`src/rtl/ts_pkg.sv`:
```
// Shared definitions for the TS packet multiplexer slice.
//   TS_PKT_LEN   : bytes per transport-stream packet
//   TS_SYNC_BYTE : value every packet must start with
//   TS_NUM_CH    : tuner channel count
//   ts_state_e   : read-sequencer states
package ts_pkg;
  localparam int         TS_PKT_LEN   = 188;
  localparam logic [7:0] TS_SYNC_BYTE = 8'h47;
  localparam int         TS_NUM_CH    = 4;

  typedef enum logic [1:0] {
    IDLE = 2'd0,
    READ = 2'd1,
    GAP  = 2'd2
  } ts_state_e;
endpackage

```
`src/rtl/ts_packet_mux_if.sv`:
```
// Bus bundle between the per-tuner FIFO stages, the mux and the output logic.
//   GOT_FULL_PACKET : per-channel "FIFO holds a whole packet"
//   DATA_IN         : per-channel FIFO q, channel i on [8i+7:8i]
//   RD_REQ          : per-channel FIFO read strobe (one-hot or zero)
//   DATA_OUT/D_VALID/P_SYNC/CH_OUT/SYNC_ERR : serialised TS stream
// master = the mux, slave = the surrounding FIFOs / output consumer.
interface ts_packet_mux_if
  import ts_pkg::*;
#(
  parameter int NUM_CH = TS_NUM_CH
);
  localparam int CH_W = $clog2(NUM_CH);

  logic [NUM_CH-1:0]   GOT_FULL_PACKET;
  logic [8*NUM_CH-1:0] DATA_IN;
  logic [NUM_CH-1:0]   RD_REQ;
  logic [7:0]          DATA_OUT;
  logic                D_VALID;
  logic                P_SYNC;
  logic [CH_W-1:0]     CH_OUT;
  logic                SYNC_ERR;

  modport master (
    input  GOT_FULL_PACKET, DATA_IN,
    output RD_REQ, DATA_OUT, D_VALID, P_SYNC, CH_OUT, SYNC_ERR
  );

  modport slave (
    output GOT_FULL_PACKET, DATA_IN,
    input  RD_REQ, DATA_OUT, D_VALID, P_SYNC, CH_OUT, SYNC_ERR
  );
endinterface

```
`src/rtl/rr_arbiter.sv`:
```
// Combinational round-robin pick.
//   req      : request vector
//   last_ptr : index granted last time; search starts at last_ptr+1 and wraps
//   gnt_vld  : any request present
//   gnt_idx  : chosen index (0 when gnt_vld=0)
module rr_arbiter #(
  parameter  int NUM_CH = 4,
  localparam int CH_W   = $clog2(NUM_CH)
) (
  input  logic [NUM_CH-1:0] req,
  input  logic [CH_W-1:0]   last_ptr,
  output logic              gnt_vld,
  output logic [CH_W-1:0]   gnt_idx
);
  logic [CH_W-1:0] cand;

  // Walk offsets from farthest to nearest so the nearest set bit wins last.
  always_comb begin
    gnt_vld = 1'b0;
    gnt_idx = '0;
    cand    = '0;
    for (int i = NUM_CH; i >= 1; i--) begin
      cand = CH_W'((int'(last_ptr) + i) % NUM_CH);
      if (req[cand]) begin
        gnt_vld = 1'b1;
        gnt_idx = cand;
      end
    end
  end
endmodule

```
`src/rtl/ts_packet_mux.sv`:
```
// Round-robin TS packet multiplexer: grants one channel holding a full packet,
// reads exactly PKT_LEN bytes from its FIFO and serialises them on DATA_OUT
// with D_VALID, P_SYNC (first byte) and CH_OUT (source channel).
//   SYS_CLK : clock, rising edge
//   RST     : asynchronous active-low reset
//   bus     : ts_packet_mux_if.master (FIFO side + output stream)
// Latency: a byte requested in cycle t is on the outputs in cycle t+2
// (1 cycle FIFO read latency + 1 output register).
// Optional build macro TS_MUX_SYNC_CHECK_EN: flags packets whose first byte is
// not 0x47 on SYNC_ERR and counts them in sync_err_cnt; otherwise SYNC_ERR=0.
module ts_packet_mux
  import ts_pkg::*;
#(
  parameter int NUM_CH     = TS_NUM_CH,
  parameter int PKT_LEN    = TS_PKT_LEN,
  parameter int GAP_CYCLES = 0
) (
  input logic             SYS_CLK,
  input logic             RST,
  ts_packet_mux_if.master bus
);
  localparam int CH_W  = $clog2(NUM_CH);
  localparam int CNT_W = $clog2(PKT_LEN);
  localparam logic [CNT_W-1:0] LAST_BYTE = CNT_W'(PKT_LEN - 1);
  localparam logic [3:0]       GAP_LAST  = (GAP_CYCLES > 0) ? 4'(GAP_CYCLES - 1) : 4'd0;

  typedef struct packed {
    logic            first;
    logic [CH_W-1:0] ch;
  } s1_t;

  ts_state_e                     state;
  logic [CH_W-1:0]               cur_ch, last_ch, gnt_idx;
  logic                          gnt_vld;
  logic [CNT_W-1:0]              byte_cnt;
  logic [3:0]                    gap_cnt;
  logic                          rd_act;
  logic [NUM_CH-1:0]             rd_req;
  logic [NUM_CH-1:0][7:0]        din;
  logic [1:0]                    vld_pipe;  // [0]: FIFO q valid, [1]: D_VALID
  s1_t                           s1;
  logic [7:0]                    data_q;
  logic [CH_W-1:0]               ch_q;
  logic                          psync_q;

  assign din = bus.DATA_IN;

  rr_arbiter #(.NUM_CH(NUM_CH)) u_arb (
    .req      (bus.GOT_FULL_PACKET),
    .last_ptr (last_ch),
    .gnt_vld  (gnt_vld),
    .gnt_idx  (gnt_idx)
  );

  // Read sequencer
  always_ff @(posedge SYS_CLK or negedge RST) begin
    if (!RST) begin
      state    <= IDLE;
      cur_ch   <= '0;
      last_ch  <= CH_W'(NUM_CH - 1);
      byte_cnt <= '0;
      gap_cnt  <= '0;
    end else begin
      case (state)
        IDLE: if (gnt_vld) begin
          cur_ch   <= gnt_idx;
          last_ch  <= gnt_idx;
          byte_cnt <= '0;
          state    <= READ;
        end
        READ: begin
          byte_cnt <= byte_cnt + 1'b1;
          if (byte_cnt == LAST_BYTE) begin
            byte_cnt <= '0;
            gap_cnt  <= '0;
            state    <= (GAP_CYCLES > 0) ? GAP : IDLE;
          end
        end
        GAP: begin
          gap_cnt <= gap_cnt + 1'b1;
          if (gap_cnt == GAP_LAST) state <= IDLE;
        end
        default: state <= IDLE;
      endcase
    end
  end

  assign rd_act = (state == READ);

  always_comb begin
    rd_req = '0;
    if (rd_act) rd_req[cur_ch] = 1'b1;
  end

  // Pipeline runs independently of the sequencer so bursts drain on their own.
  always_ff @(posedge SYS_CLK or negedge RST) begin
    if (!RST) begin
      vld_pipe <= '0;
      s1       <= '0;
      data_q   <= '0;
      ch_q     <= '0;
      psync_q  <= 1'b0;
    end else begin
      vld_pipe <= {vld_pipe[0], rd_act};
      s1.first <= rd_act && (byte_cnt == '0);
      s1.ch    <= cur_ch;
      psync_q  <= vld_pipe[0] && s1.first;
      if (vld_pipe[0]) begin
        data_q <= din[s1.ch];
        ch_q   <= s1.ch;
      end
    end
  end

  assign bus.RD_REQ   = rd_req;
  assign bus.DATA_OUT = data_q;
  assign bus.D_VALID  = vld_pipe[1];
  assign bus.P_SYNC   = psync_q;
  assign bus.CH_OUT   = ch_q;

`ifdef TS_MUX_SYNC_CHECK_EN
  // Evaluated on the byte entering the output register so the pulse lines
  // up with P_SYNC.
  logic        bad_sync;
  logic        sync_err_q;
  logic [15:0] sync_err_cnt;

  assign bad_sync = vld_pipe[0] && s1.first && (din[s1.ch] != TS_SYNC_BYTE);

  always_ff @(posedge SYS_CLK or negedge RST) begin
    if (!RST) begin
      sync_err_q   <= 1'b0;
      sync_err_cnt <= '0;
    end else begin
      sync_err_q <= bad_sync;
      if (bad_sync && (sync_err_cnt != 16'hFFFF)) sync_err_cnt <= sync_err_cnt + 1'b1;
    end
  end

  assign bus.SYNC_ERR = sync_err_q;
`else
  assign bus.SYNC_ERR = 1'b0;
`endif
endmodule

```
`src/flat_wrapper.sv`:
```
// flat-port wrapper written by rule: the top's interface ports become plain ports
module ts_packet_mux_flat import ts_pkg::*;
#(
  parameter int NUM_CH     = TS_NUM_CH,
  parameter int PKT_LEN    = TS_PKT_LEN,
  parameter int GAP_CYCLES = 0
)
  (SYS_CLK, RST, bus_GOT_FULL_PACKET, bus_DATA_IN, bus_RD_REQ, bus_DATA_OUT, bus_D_VALID, bus_P_SYNC, bus_CH_OUT, bus_SYNC_ERR);
  ts_packet_mux_if #(.NUM_CH(NUM_CH)) bus_i ();
  input logic SYS_CLK;
  input logic RST;
  input wire logic [$bits(bus_i.GOT_FULL_PACKET)-1:0] bus_GOT_FULL_PACKET;
  input wire logic [$bits(bus_i.DATA_IN)-1:0] bus_DATA_IN;
  output wire logic [$bits(bus_i.RD_REQ)-1:0] bus_RD_REQ;
  output wire logic [$bits(bus_i.DATA_OUT)-1:0] bus_DATA_OUT;
  output wire logic [$bits(bus_i.D_VALID)-1:0] bus_D_VALID;
  output wire logic [$bits(bus_i.P_SYNC)-1:0] bus_P_SYNC;
  output wire logic [$bits(bus_i.CH_OUT)-1:0] bus_CH_OUT;
  output wire logic [$bits(bus_i.SYNC_ERR)-1:0] bus_SYNC_ERR;
  assign bus_i.GOT_FULL_PACKET = bus_GOT_FULL_PACKET;
  assign bus_i.DATA_IN = bus_DATA_IN;
  assign bus_RD_REQ = bus_i.RD_REQ;
  assign bus_DATA_OUT = bus_i.DATA_OUT;
  assign bus_D_VALID = bus_i.D_VALID;
  assign bus_P_SYNC = bus_i.P_SYNC;
  assign bus_CH_OUT = bus_i.CH_OUT;
  assign bus_SYNC_ERR = bus_i.SYNC_ERR;
  ts_packet_mux #(.NUM_CH(NUM_CH), .PKT_LEN(PKT_LEN), .GAP_CYCLES(GAP_CYCLES)) u_core (.SYS_CLK(SYS_CLK), .RST(RST), .bus(bus_i));
endmodule
```
`config.mk`:
```
export PLATFORM = sky130hd
export DESIGN_NAME = ts_packet_mux_flat
export DESIGN_NICKNAME = d
export VERILOG_FILES = /design/src/rtl/ts_pkg.sv /design/src/rtl/ts_packet_mux_if.sv /design/src/rtl/rr_arbiter.sv /design/src/rtl/ts_packet_mux.sv /design/src/flat_wrapper.sv
export SDC_FILE = /design/constraint.sdc
export NUM_CORES = 1
export LEC_CHECK = 0
export ABC_AREA = 1
export CORE_UTILIZATION = 50
export DETAILED_ROUTE_END_ITERATION = 10
export GPL_TIMING_DRIVEN = 0
export PLACE_DENSITY = 0.95
export REMOVE_ABC_BUFFERS = 1
export SYNTH_ARGS = -nofsm -noshare
export SYNTH_HDL_FRONTEND = slang
export SYNTH_HIERARCHICAL = 1
export SYNTH_SLANG_ARGS = --single-unit
```
`constraint.sdc`:
```
create_clock -name SYS_CLK -period 4.2 [get_ports SYS_CLK]
set_input_delay 0.42 -clock SYS_CLK [delete_from_list [all_inputs] [get_ports SYS_CLK]]
set_output_delay 0.42 -clock SYS_CLK [all_outputs]
set_load 0.1 [all_outputs]
```
==> results of run 1 <==
## worst min path at each step
| stage | endpoint | start | cells past startpoint |
|---|---|---|---|
| after global placement | u_core/bus.P_SYNC | u_core/s1[2] | 2 |
| after CTS | u_core/bus.P_SYNC | u_core/s1[2] | 2 |
| final | u_core/bus.DATA_OUT[4] | RST | 1 |
| after detailed placement | u_core/bus.P_SYNC | u_core/s1[2] | 2 |
| after global routing | u_core/byte_cnt[4] | RST | 1 |
| after floorplan | u_core/bus.CH_OUT[0] | RST | 0 |
## cell usage in the layout, fill, tap and decap left out, drive strengths merged
master,count
nand3,9
clkinv,1
a21oi,1
a21boi,1
nand2,94
xor2,1
nand4,1
and2,1
inv,30
o21bai,1
ha,3
conb,1
dfstp,2
nor2,43
dfrtp,27
o22ai,2
nor3,5
buf,1
clkdlybuf4s50,52
clkbuf,7
o21ai,28
xnor2,1
## metal layers
metal	vias up	track usage	part of all wire
li1	899	-	-
met1	805	0.2643	0.41
met2	80	0.4178	0.47
met3	6	0.07143	0.11
met4	0	0.1016	0.013
met5	-	0	0
## stage by stage
step / setup WS (ns) / instances / hold WS [ns]
floorplan: 1.171 / 251 / 0.1244
global placement: 1.807 / 350 / 0.4249
detailed placement: 1.815 / 350 / 0.4220
CTS: 1.425 / 358 / 0.4425
global route: 1.352 / 358 / 0.1328
finish: 1.430 / 358 / 0.08280
## kinds of logic (layout without fill, tap and decap cells)
family	count (synthesis)	in the layout	synth area share
and+or+nand+nor	153	153	0.3535
DFF	29	29	0.4090
AOI/OAI and AO/OA	33	33	0.09909
xor gates and xnor gates	2	2	0.009840
other	1	1	0.002106
buffers and inverters	38	91	0.1054
adders and majority gates	3	3	0.02108
## registers in the layout, summed over array words and instances, names as in the netlist
name / cells
u_core/bus.DATA_OUT: 8
u_core/byte_cnt: 8
u_core/s1: 3
u_core/bus.CH_OUT: 2
u_core/cur_ch: 2
u_core/last_ch: 2
u_core/vld_pipe: 2
u_core/bus.P_SYNC: 1
u_core/state: 1
## power groups by stage
stage,Combinational (mW),Sequential [mW],Clock [mW]
2_1_floorplan,0.0192,0.320,0
3_3_place_gp,0.0986,0.290,0
3_5_place_dp,0.101,0.291,0
4_1_cts,0.101,0.285,0.196
5_1_grt,0.107,0.285,0.211
6_report,0.0997,0.285,0.191
## worst max-delay path, delay by kind of cell (launching register included)
family                 cells  cell delay, ns
AND/OR/NAND/NOR            1            0.20
buffers and inverters      2            1.28
flip-flops                 1            0.54
## cell type report
class | instances | area [µm²] | area share
clock buffer | 7 | 65.06 | 0.02753
clock inverter | 1 | 5.005 | 0.002118
inverter | 30 | 117.6 | 0.04976
multi-input combinational | 192 | 864.6 | 0.3658
sequential | 29 | 728.2 | 0.3081
tap | 46 | 57.56 | 0.02435
timing repair buffer | 53 | 525.5 | 0.2223
==> results.cfg, run 1 <==
[flow_run]
maxCapViolCount = 0

[synth]
avgSynthCellArea_um2 = 6.874
syn_inst = 259
synth-seq-cells = 29
async_reset_ff_frac = 1.000
synth_flop_cell = dfrtp_1
synth_edf_count = 0
synth.distinct_cells = 27
yosysWarnings = 6
yosysTopAreaCellShare = 0.3795
synthTopCellsByCount = nand2_1 (84), nor2_1 (41), dfrtp_1 (27)
post-synth-top-count-cell = nand2_1
yosys-top-cells-area = dfrtp_1 (38%), nand2_1 (18%), nor2_1 (8.6%)
synth_largest_area_cell = dfrtp_1
yosysSeqAreaShare = 0.4090
syn-cell-area_um2 = 1780

[detailed_routing]
firstDrtPassIters = 4
first_iter_violations = 89
vias_per_cell = 5.000
wirelength_um = 4223
wl_per_cell_um = 11.80
drc_errors = 0
detail-route-antenna-nets = 0
vias = 1790

[pwr]
combPwrFrac = 0.173
p_clk_frac = 0.332
total_power_uw = 576.2
power.density_nw_per_um2 = 243.8
p_int_uw = 422.6
power_switching_uw = 153.6
power.share.sequential = 0.495
switching_share = 0.2666
leakagePower_nw = 1.164
ir_worst_vdd_uv = 148.5

[final_layout]
drive_above_1_share = 0.1058
fin_area_um2 = 2364
fillers = 275
area_growth_pct = 32.75
finalNetCount = 352
antennaDiodeCount = 0
finish.utilization = 0.7028

[clocking]
cts_resized = 0
cts_sinks = 29
postCtsSetupBuffers = 0
cts_buffers = 5
clock_tree.root_cell = clkbuf_4
h-tree-depth = 2
cts_tree = done
clkLatencyLatePin_ns = 0.33
path_clk_slew_ns = 0.09
clock_path_buffers = 2
hold_buffers = 0

[critical_path]
rr_endpoint = u_core/last_ch[0]
r2r_setup_slack_ns = 2.50
arrival_ns = 2.35
startpoint = u_core/state[0]
cp-endpoint = bus_RD_REQ[3]
cp_cell_sequence = inv_2, nor3_1, clkdlybuf4s50_1
path_class = flop to output port
cpMaxStageDelayCell = clkdlybuf4s50_1
worstReg2RegStart = u_core/last_ch[0]
endpoint_kind = output port
critical-path-max-stage-delay_ns = 1.16
worstPathMaxFanout = 8
required_ns = 3.78
startpoint_type = flop
rr_worst_depth = 9

[sta]
finalCriticalPeriod_ns = 2.770
setup_viol = 0
finalMaxSlewViolations = 0
fmax_mhz = 361.0
fin_worst_skew_ns = 0.003071
worst-slew-pin-transition_ns = 0.9900
finalHoldViolCount = 0
min_period_over_period = 0.6595
finalSetupTns_ns = 0
rsz0062_at_grt = no
slew_headroom = 0.3379

[floorplan]
floorplan.rows = 21
core_area_um2 = 3363
io-pin-count = 55
dieArea_um2 = 3804
initial_utilization = 0.5294
die_x_um = 61.68
die_h_um = 61.68

[global_route]
overflow = 0
antenna_found_initial = 0
grt_pass1_wl_um = 6527
grt_pass1_vias = 1573
grt_max_degree = 30
grt_usage = 0.2371

[worst_hold_path]
hold_path_class = primary input to asynchronous set/reset pin

[placed_design]
port-buffer-count = 53
place_area_um2 = 2298
place.gp.congestion = 0.8508
dp_hpwl_um = 3250

[status]
outcome = complete, no violations
(Power assumes the default switching activity.)
==> run 2, diff against run 1 <==
- CORE_UTILIZATION: 50 -> 47
- PLACE_DENSITY: 0.95 -> 0.91
- clock period: 4.2 -> 2.9 ns (I/O delays scaled with it)
==> run 2 against run 1 <==
  * Sequential power increased by 45%
  * Final cell count unchanged
  * Global-route usage decreased by 1.2 points
  * Sequential share of layout area shrank 0.40 points
  * Design area increased by 1.3%
  * First-iteration DRC count shrank 30%
  * Register-to-register slack got worse by 1.3 ns
  * Power rose by 59%
  * Worst setup slack got worse by 1.1 ns
  * Core utilization shrank 1.2 points
  * Critical path depth stayed put
  * Largest power group unchanged
==> results.cfg, run 2 (synthesized netlist as in run 1, its figures left out) <==
[final_layout]
fin_area_um2 = 2395
final_cells = 358
mostFrequentLayoutCells = nand2_1 (84), clkdlybuf4s50_1 (52), nor2_1 (41)
antennaDiodeCount = 0
final_common_cell = nand2_1
area_growth_pct = 34.50
finalNetCount = 352
finish.utilization = 0.6905
drive_above_1_share = 0.1058

[detailed_routing]
vias = 1739
first_iter_violations = 62
detail-route-antenna-nets = 0
wirelength_um = 4077
vias_per_cell = 4.858
wl_per_cell_um = 11.39
firstDrtPassIters = 6
drc_errors = 0

[pwr]
power.density_nw_per_um2 = 383.0
ir_worst_vdd_uv = 251.2
total_power_uw = 917.1
leakagePower_nw = 1.177

[sta]
finalMaxSlewViolations = 0
setup_viol = 0
finalCriticalPeriod_ns = 2.543
fin_ws_ns = 0.3572
fin_worst_skew_ns = 0.002583
slew_headroom = 0.3344
min_period_over_period = 0.8768
rsz0062_at_grt = no
whs_ns = 0.03036
finalHoldViolCount = 0
fmax_mhz = 393.3
finalSetupTns_ns = 0
worst-slew-pin-transition_ns = 0.9953

[placed_design]
place_area_um2 = 2298
dp_hpwl_um = 3154
dpl_worst_slack_ns = 0.6667
dp.cells = 350
place.gp.congestion = 0.8506
port-buffer-count = 53

[clocking]
clock_tree.root_cell = clkbuf_8
clock_path_buffers = 2
cts_sinks = 29
cts_tree = done
cts_buffers = 5
path_clk_slew_ns = 0.06
cts_resized = 0
clkLatencyLatePin_ns = 0.27
postCtsSetupBuffers = 0
hold_buffers = 0
h-tree-depth = 2

[global_route]
overflow = 0
grt_max_degree = 30
antenna_found_initial = 0
grt_pass1_vias = 1705
grt_usage = 0.2251
grt_pass1_wl_um = 7169

[critical_path]
path_class = flop to output port
required_ns = 2.61
startpoint_type = flop
arrival_ns = 2.25
endpoint_kind = output port
worstPathMaxFanout = 8

[floorplan]
initial_utilization = 0.5133
die_x_um = 63.55
floorplan.rows = 21
core_area_um2 = 3468
die_h_um = 63.55
dieArea_um2 = 4039
io-pin-count = 55

[flow_run]
maxCapViolCount = 0

[worst_hold_path]
hold_path_class = primary input to asynchronous set/reset pin

[status]
outcome = complete, no violations
## run 2: layout make-up
cell class	instances	area, µm²
clock buffers	7	96.34
clock inverters	1	5.005
fillers	274	1074
inverters	30	117.6
multi-input cells	192	864.6
flip-flops and latches	29	728.2
well taps	46	57.56
repair buffers	53	525.5
## run 2: metal layers
| layer | track usage | up-vias | wire (µm) |
|---|---|---|---|
| met5 | 0 | - | 0 |
| met4 | 0.1051 | 0 | 59 |
| met3 | 0.05254 | 6 | 271 |
| met2 | 0.3976 | 60 | 2011 |
| met1 | 0.2526 | 773 | 1735 |
| li1 | - | 900 | - |
## run 2: critical path: stages, from the launching register on
cell,delay [ns]
dfrtp_1,0.50
inv_2,0.12
nor3_1,0.18
clkdlybuf4s50_1,1.17
## run 2: worst paths after layout
path	start	to	slack, ns	cells after the start
worst max-delay path	u_core/state[0]	bus_RD_REQ[0]	0.36	3
worst min-delay path	RST	u_core/vld_pipe[1]	0.03	1
worst max register to register	u_core/last_ch[0]	u_core/byte_cnt[0]	1.23	7
worst min register to register	u_core/cur_ch[0]	u_core/s1[0]	0.42	0
max in group asynchronous	RST	u_core/bus.DATA_OUT[6]	2.46	1
min in group SYS_CLK	u_core/cur_ch[0]	u_core/s1[0]	0.42	0
## run 2: where the power goes
group	switching [mW]	total, mW	leakage, nW	internal (mW)
clock	0.146	0.360	0.0542	0.214
sequential	0.00294	0.414	0.338	0.411
combinational	0.0821	0.144	0.784	0.0620
total	0.231	0.917	1.18	0.687
